File: config.mk
export PLATFORM = sky130hd
export DESIGN_NAME = johnson_decoder_flat
export DESIGN_NICKNAME = d
export VERILOG_FILES = /design/src/rtl/johnson_decoder_if.sv /design/src/rtl/johnson_decoder.sv /design/src/flat_wrapper.sv
export SDC_FILE = /design/constraint.sdc
export NUM_CORES = 1
export LEC_CHECK = 0
export ABC_CLOCK_PERIOD_IN_PS = 3400
export CAP_MARGIN = 20
export CORE_ASPECT_RATIO = 1.4
export CORE_MARGIN = 2
export CORE_UTILIZATION = 45
export DETAILED_ROUTE_END_ITERATION = 10
export HOLD_SLACK_MARGIN = 0.1
export PLACE_DENSITY = 0.78
export SLEW_MARGIN = 15
export SYNTH_ARGS = -nofsm -noshare
export SYNTH_HDL_FRONTEND = slang
export SYNTH_SLANG_ARGS = --single-unit
File: constraint.sdc
create_clock -name clk -period 3.4 [get_ports clk]
set_input_delay 0.68 -clock clk [delete_from_list [all_inputs] [get_ports clk]]
set_output_delay 0.68 -clock clk [all_outputs]
set_load 0.005 [all_outputs]
File: src/rtl/johnson_decoder_if.sv
// Sample/decode bundle between a Johnson code source and johnson_decoder.
// master drives code samples; slave returns decoded index, status pulses and error count.
interface johnson_decoder_if #(
    parameter int ERR_W = 8
);
    logic             in_valid;
    logic [3:0]       code;
    logic [2:0]       idx;
    logic             idx_valid;
    logic             illegal;
    logic             seq_err;
    logic             locked;
    logic [ERR_W-1:0] err_count;

    modport master (
        output in_valid, code,
        input  idx, idx_valid, illegal, seq_err, locked, err_count
    );

    modport slave (
        input  in_valid, code,
        output idx, idx_valid, illegal, seq_err, locked, err_count
    );
endinterface

File: src/rtl/johnson_decoder.sv
// Decodes 4-bit Johnson codes, checks successor order, tracks lock and counts errors.
// Latency 1 cycle, all outputs registered; accepts a sample every cycle, no backpressure.
module johnson_decoder #(
    parameter int LOCK_N   = 3,
    parameter int UNLOCK_N = 2,
    parameter int ERR_W    = 8
) (
    input  logic             clk,
    input  logic             rst,
    johnson_decoder_if.slave bus
);
    typedef enum logic [1:0] {UNLOCKED = 2'd0, ACQUIRE = 2'd1, LOCKED = 2'd2} state_t;

    state_t           state, state_nxt;
    logic [2:0]       prev, prev_nxt;
    logic [2:0]       match_cnt, match_nxt;
    logic [2:0]       miss_cnt, miss_nxt;
    logic [2:0]       idx_q, idx_nxt;
    logic             idx_valid_q, idx_valid_nxt;
    logic             illegal_q, illegal_nxt;
    logic             seq_err_q, seq_err_nxt;
    logic             locked_q, locked_nxt;
    logic [ERR_W-1:0] err_q, err_nxt;

    logic             legal;
    logic [2:0]       dec;
    logic             hit;

    always_comb begin
        legal = 1'b1;
        dec   = 3'd0;
        case (bus.code)
            4'b1111: dec = 3'd0;
            4'b0111: dec = 3'd1;
            4'b0011: dec = 3'd2;
            4'b0001: dec = 3'd3;
            4'b0000: dec = 3'd4;
            4'b1000: dec = 3'd5;
            4'b1100: dec = 3'd6;
            4'b1110: dec = 3'd7;
            default: legal = 1'b0;
        endcase
    end

    // 3-bit add wraps 7 -> 0, which is the legal successor of 7
    assign hit = (dec == prev + 3'd1);

    always_ff @(posedge clk) begin
        if (rst) begin
            state       <= UNLOCKED;
            prev        <= 3'd0;
            match_cnt   <= 3'd0;
            miss_cnt    <= 3'd0;
            idx_q       <= 3'd0;
            idx_valid_q <= 1'b0;
            illegal_q   <= 1'b0;
            seq_err_q   <= 1'b0;
            locked_q    <= 1'b0;
            err_q       <= '0;
        end else begin
            state       <= state_nxt;
            prev        <= prev_nxt;
            match_cnt   <= match_nxt;
            miss_cnt    <= miss_nxt;
            idx_q       <= idx_nxt;
            idx_valid_q <= idx_valid_nxt;
            illegal_q   <= illegal_nxt;
            seq_err_q   <= seq_err_nxt;
            locked_q    <= locked_nxt;
            err_q       <= err_nxt;
        end
    end

    always_comb begin
        state_nxt = state;
        prev_nxt  = prev;
        match_nxt = match_cnt;
        miss_nxt  = miss_cnt;
        if (bus.in_valid) begin
            if (!legal) begin
                state_nxt = UNLOCKED;
                match_nxt = 3'd0;
                miss_nxt  = 3'd0;
            end else begin
                prev_nxt = dec;
                case (state)
                    UNLOCKED: begin
                        state_nxt = ACQUIRE;
                        match_nxt = 3'd0;
                    end
                    ACQUIRE: begin
                        if (hit) begin
                            match_nxt = match_cnt + 3'd1;
                            if ({1'b0, match_cnt} + 4'd1 == 4'(LOCK_N)) begin
                                state_nxt = LOCKED;
                                miss_nxt  = 3'd0;
                            end
                        end else begin
                            match_nxt = 3'd0;
                        end
                    end
                    LOCKED: begin
                        if (hit) begin
                            miss_nxt = 3'd0;
                        end else if ({1'b0, miss_cnt} + 4'd1 == 4'(UNLOCK_N)) begin
                            state_nxt = ACQUIRE;
                            match_nxt = 3'd0;
                            miss_nxt  = 3'd0;
                        end else begin
                            miss_nxt = miss_cnt + 3'd1;
                        end
                    end
                    default: state_nxt = UNLOCKED;
                endcase
            end
        end
    end

    always_comb begin
        idx_valid_nxt = bus.in_valid & legal;
        illegal_nxt   = bus.in_valid & ~legal;
        seq_err_nxt   = bus.in_valid & legal & (state == LOCKED) & ~hit;
        idx_nxt       = idx_valid_nxt ? dec : idx_q;
        locked_nxt    = (state_nxt == LOCKED);
        err_nxt       = err_q;
        if ((illegal_nxt || seq_err_nxt) && (err_q != {ERR_W{1'b1}}))
            err_nxt = err_q + {{(ERR_W-1){1'b0}}, 1'b1};
    end

    assign bus.idx       = idx_q;
    assign bus.idx_valid = idx_valid_q;
    assign bus.illegal   = illegal_q;
    assign bus.seq_err   = seq_err_q;
    assign bus.locked    = locked_q;
    assign bus.err_count = err_q;
endmodule

File: src/flat_wrapper.sv
// flat-port wrapper written by rule: the top's interface ports become plain ports
module johnson_decoder_flat 
#(
    parameter int LOCK_N   = 3,
    parameter int UNLOCK_N = 2,
    parameter int ERR_W    = 8
)
  (clk, rst, bus_in_valid, bus_code, bus_idx, bus_idx_valid, bus_illegal, bus_seq_err, bus_locked, bus_err_count);
  johnson_decoder_if #(.ERR_W(ERR_W)) bus_i ();
  input  logic clk;
  input  logic rst;
  input wire logic [$bits(bus_i.in_valid)-1:0] bus_in_valid;
  input wire logic [$bits(bus_i.code)-1:0] bus_code;
  output wire logic [$bits(bus_i.idx)-1:0] bus_idx;
  output wire logic [$bits(bus_i.idx_valid)-1:0] bus_idx_valid;
  output wire logic [$bits(bus_i.illegal)-1:0] bus_illegal;
  output wire logic [$bits(bus_i.seq_err)-1:0] bus_seq_err;
  output wire logic [$bits(bus_i.locked)-1:0] bus_locked;
  output wire logic [$bits(bus_i.err_count)-1:0] bus_err_count;
  assign bus_i.in_valid = bus_in_valid;
  assign bus_i.code = bus_code;
  assign bus_idx = bus_i.idx;
  assign bus_idx_valid = bus_i.idx_valid;
  assign bus_illegal = bus_i.illegal;
  assign bus_seq_err = bus_i.seq_err;
  assign bus_locked = bus_i.locked;
  assign bus_err_count = bus_i.err_count;
  johnson_decoder #(.LOCK_N(LOCK_N), .UNLOCK_N(UNLOCK_N), .ERR_W(ERR_W)) u_core (.clk(clk), .rst(rst), .bus(bus_i));
endmodule
==> results.md <==
* Setup Crit Path Kind: in -> reg
* Fill cell count at 289
* TritonCTS Buffers at 3
* Most frequent cells in the layout: 23 x dfxtp_1, 21 x clkdlybuf4s50_1, 19 x nor2_1
* Clock buffer depth at 2
* Post-synth cell types at 48
* Post-synthesis register bit count at 23
* Cell taking the most area after synthesis: dfxtp_1
* Hold Path Class: reg -> reg
* Worst-case reg-to-reg path depth at 8
* Gr usage total at 0.193
* Post-route setup slack at 409 ps
* Gpl congestion at 0.854
* # diodes at 0
* Clock power share at 0.315
* Vias in the first global route at 1319
* Syn_area_per_cell at 8.29 um^2
* Hold Path End: u_core.miss_cnt[2]$_SDFFE_PP0P_
* RSZ-0062 raised after global routing: false
* Sw Ratio at 0.284
* IO buf count at 21
* Initial Util at 0.468
* Syn_nets at 206
* CTS tree: done
* Slew headroom at 0.566
* Yosys top cell area share at 0.294
* Post-route cell area at 1870 um^2
* Total negative slack at 0 ps
* Initial antenna violation count at 0
* CP Data Required Time at 3550 ps
* Post-DR vias/cell at 5.75
* Static Leak at 0.000708 uW
* Reg power frac at 0.497
* Period utilization at 0.880
* CP Launch Type: primary input
* Fin crit period at 2990 ps
* Worst-Margin Slew at 644 ps
* Slew Viols, Final at 0
* Most used DFF post-synth: dfxtp_1
* Power per Cell Area at 304 nW/um^2
* Crit-path max FO at 11
* F_max at 334 MHz
* Num rows at 25
* Core area at 3350 um^2
* R2r startpoint: u_core.prev[0]$_SDFFE_PP0P_
* Final setup vio count at 0
* Max-capacitance violation count at 0
* Outcome: finished clean
* DRC viols at 0
* Place WS at 161 ps
* Post-Synthesis Cells at 189
* Final non-filler cell total at 251
* Critical Path End Type: register
* DR WL/cell at 13.4 um
* First-pass GRT wire length at 5790 um
* R2R setup slack at 940 ps
* Post-Route Skew at 3.54 ps
* Drt pass-1 iters at 4
* Async set-reset flop share out of synthesis at 0
* Share of layout cells above drive strength 1 at 0.0900
* Count of flip-flops with a built-in enable after synthesis at 0
* Largest net degree at the start of global routing at 23
* Setup repair bufs after CTS at 0
* Total gr overflow at 0
* NumNets Final at 229
* Area of the mapped netlist at 1570 um^2
* Hold_sp: u_core.miss_cnt[2]$_SDFFE_PP0P_
* FF-to-FF End: u_core.state[1]$_SDFF_PP0_
* I/O pin cnt at 22
* Layout area overhead at 19.4%
* Internal Power at 407 uW
* Data arrival, critical path at 3140 ps
* Yosys warnings at 0
* Placed cell count at 247
* Logic pwr share at 0.188
* Commonest non-fill, non-tap cell in the layout: dfxtp_1
* Die Wd at 53.9 um
* Max IR drop VDD at 0.277 mV
* Via count at 1442
* Psw at 161 uW
* Maximum level of the CTS H-tree at 1
* Vert. Die Dim at 73.8 um
* Placed Area at 1820 um^2
* Final Hold Slack at 489 ps
* Final hold violation count at 0
* Final wirelength at 3370 um
* Worst hold path depth at 1
* CTS Hold Bufs at 0
* CTS sink count at 23
* Post-DP HPWL at 2430 um
* DRT iter0 DRCs at 28
* Clk Latency, worst-skew pair at 280 ps
* ANT nets after route at 0
* Die ar. at 3980 um^2
* Clock transition at path regs at 90 ps
* Ranking of synthesized cells by area: dfxtp_1 29%, ha_1 8.0%, nor2_1 4.6%, a21oi_1 4.2%, o21ai_0 3.5%
* Post-CTS Resized at 0
* Clock Root Buffer: clkbuf_8
* Post-synthesis sequential area ratio at 0.294
[flip-flops by register name, summed over array words and instances, names as in the netlist]
| register | flops |
|---|---|
| u_core.miss_cnt | 3 |
| u_core.state | 2 |
| u_core.bus.idx_valid | 1 |
| u_core.bus.illegal | 1 |
| u_core.match_cnt | 3 |
| u_core.bus.seq_err | 1 |
| u_core.prev | 3 |
| u_core.bus.locked | 1 |
| u_core.bus.err_count | 8 |
[synthesized netlist by cell type, types with 4 or more instances]
| cell type | n |
|---|---|
| clkbuf_1 | 6 |
| nand3_1 | 9 |
| dfxtp_1 | 23 |
| and3_1 | 4 |
| a21oi_1 | 13 |
| and2_1 | 4 |
| nor2b_1 | 5 |
| nor2_1 | 19 |
| o21ai_0 | 11 |
| nand2b_1 | 5 |
| ha_1 | 10 |
| xor2_1 | 5 |
| inv_1 | 8 |
| nand2_1 | 9 |
| mux2i_1 | 5 |
| a211oi_1 | 4 |
[worst max path at each step]
stage | depth (start not counted) | slack [ps] | to | start
3_3_place_gp | 8 | 190 | u_core.bus.locked$_SDFF_PP0_ | bus_code[2]
6_report | 9 | 410 | u_core.state[1]$_SDFF_PP0_ | bus_code[2]
4_1_cts | 9 | 420 | u_core.state[1]$_SDFF_PP0_ | bus_code[2]
5_1_grt | 8 | 270 | u_core.bus.locked$_SDFF_PP0_ | bus_code[2]
2_1_floorplan | 9 | 810 | u_core.match_cnt[2]$_SDFFE_PP0P_ | bus_code[3]
3_5_place_dp | 8 | 160 | u_core.bus.locked$_SDFF_PP0_ | bus_code[2]
[worst max-delay path, cell delays in order]
cell	delay, ps
clkdlybuf4s50_1	590
buf_4	240
nor4bb_1	120
o21a_1	160
a2111o_1	420
and2_1	230
o21a_1	210
a211oi_1	370
nor3_1	100
[cell type report]
cell class	count	area, um^2	area share
Inverter	8	30.0	0.0161
Tap cell	40	50.0	0.0268
Timing Repair Buffer	28	263	0.140
Clock inverter	1	5.00	0.00268
Clock buffer	3	41.3	0.0221
Sequential cell	23	460	0.246
Multi-Input combinational cell	148	1020	0.546
[kinds of logic after synthesis]
| group | after synthesis | share of synthesized area |
|---|---|---|
| simple gates | 76 | 0.280 |
| compound gates | 49 | 0.215 |
| buf+inv | 18 | 0.0543 |
| flops | 23 | 0.294 |
| fa+ha+maj | 10 | 0.0799 |
| xor+xnor | 8 | 0.0447 |
| mux | 5 | 0.0320 |
[layer usage]
layer / wire (um) / share of wire / track usage / vias up
met2: 1690 / 0.50 / 0.321 / 28
met5: 0 / 0 / 0 / -
met3: 139 / 0.041 / 0.0366 / 7
met1: 1480 / 0.44 / 0.239 / 674
li1: - / - / - / 733
met4: 61 / 0.018 / 0.0769 / 0
[power by group through the flow]
| stage | clock network (uW) | logic [uW] | registers, uW |
|---|---|---|---|
| 5_1_grt | 191 | 118 | 283 |
| 2_1_floorplan | 0 | 73.0 | 288 |
| 3_3_place_gp | 0 | 105 | 288 |
| 6_report | 179 | 107 | 282 |
| 4_1_cts | 183 | 107 | 282 |
| 3_5_place_dp | 0 | 105 | 288 |
[per-stage QoR]
stage          power (uW)  utilization
6_report              568        0.559
5_1_grt               592        0.559
4_1_cts               572        0.559
3_5_place_dp          394        0.545
3_3_place_gp          393        0.545
2_1_floorplan         361            -
No activity file was read; power rests on OpenSTA's default activity.
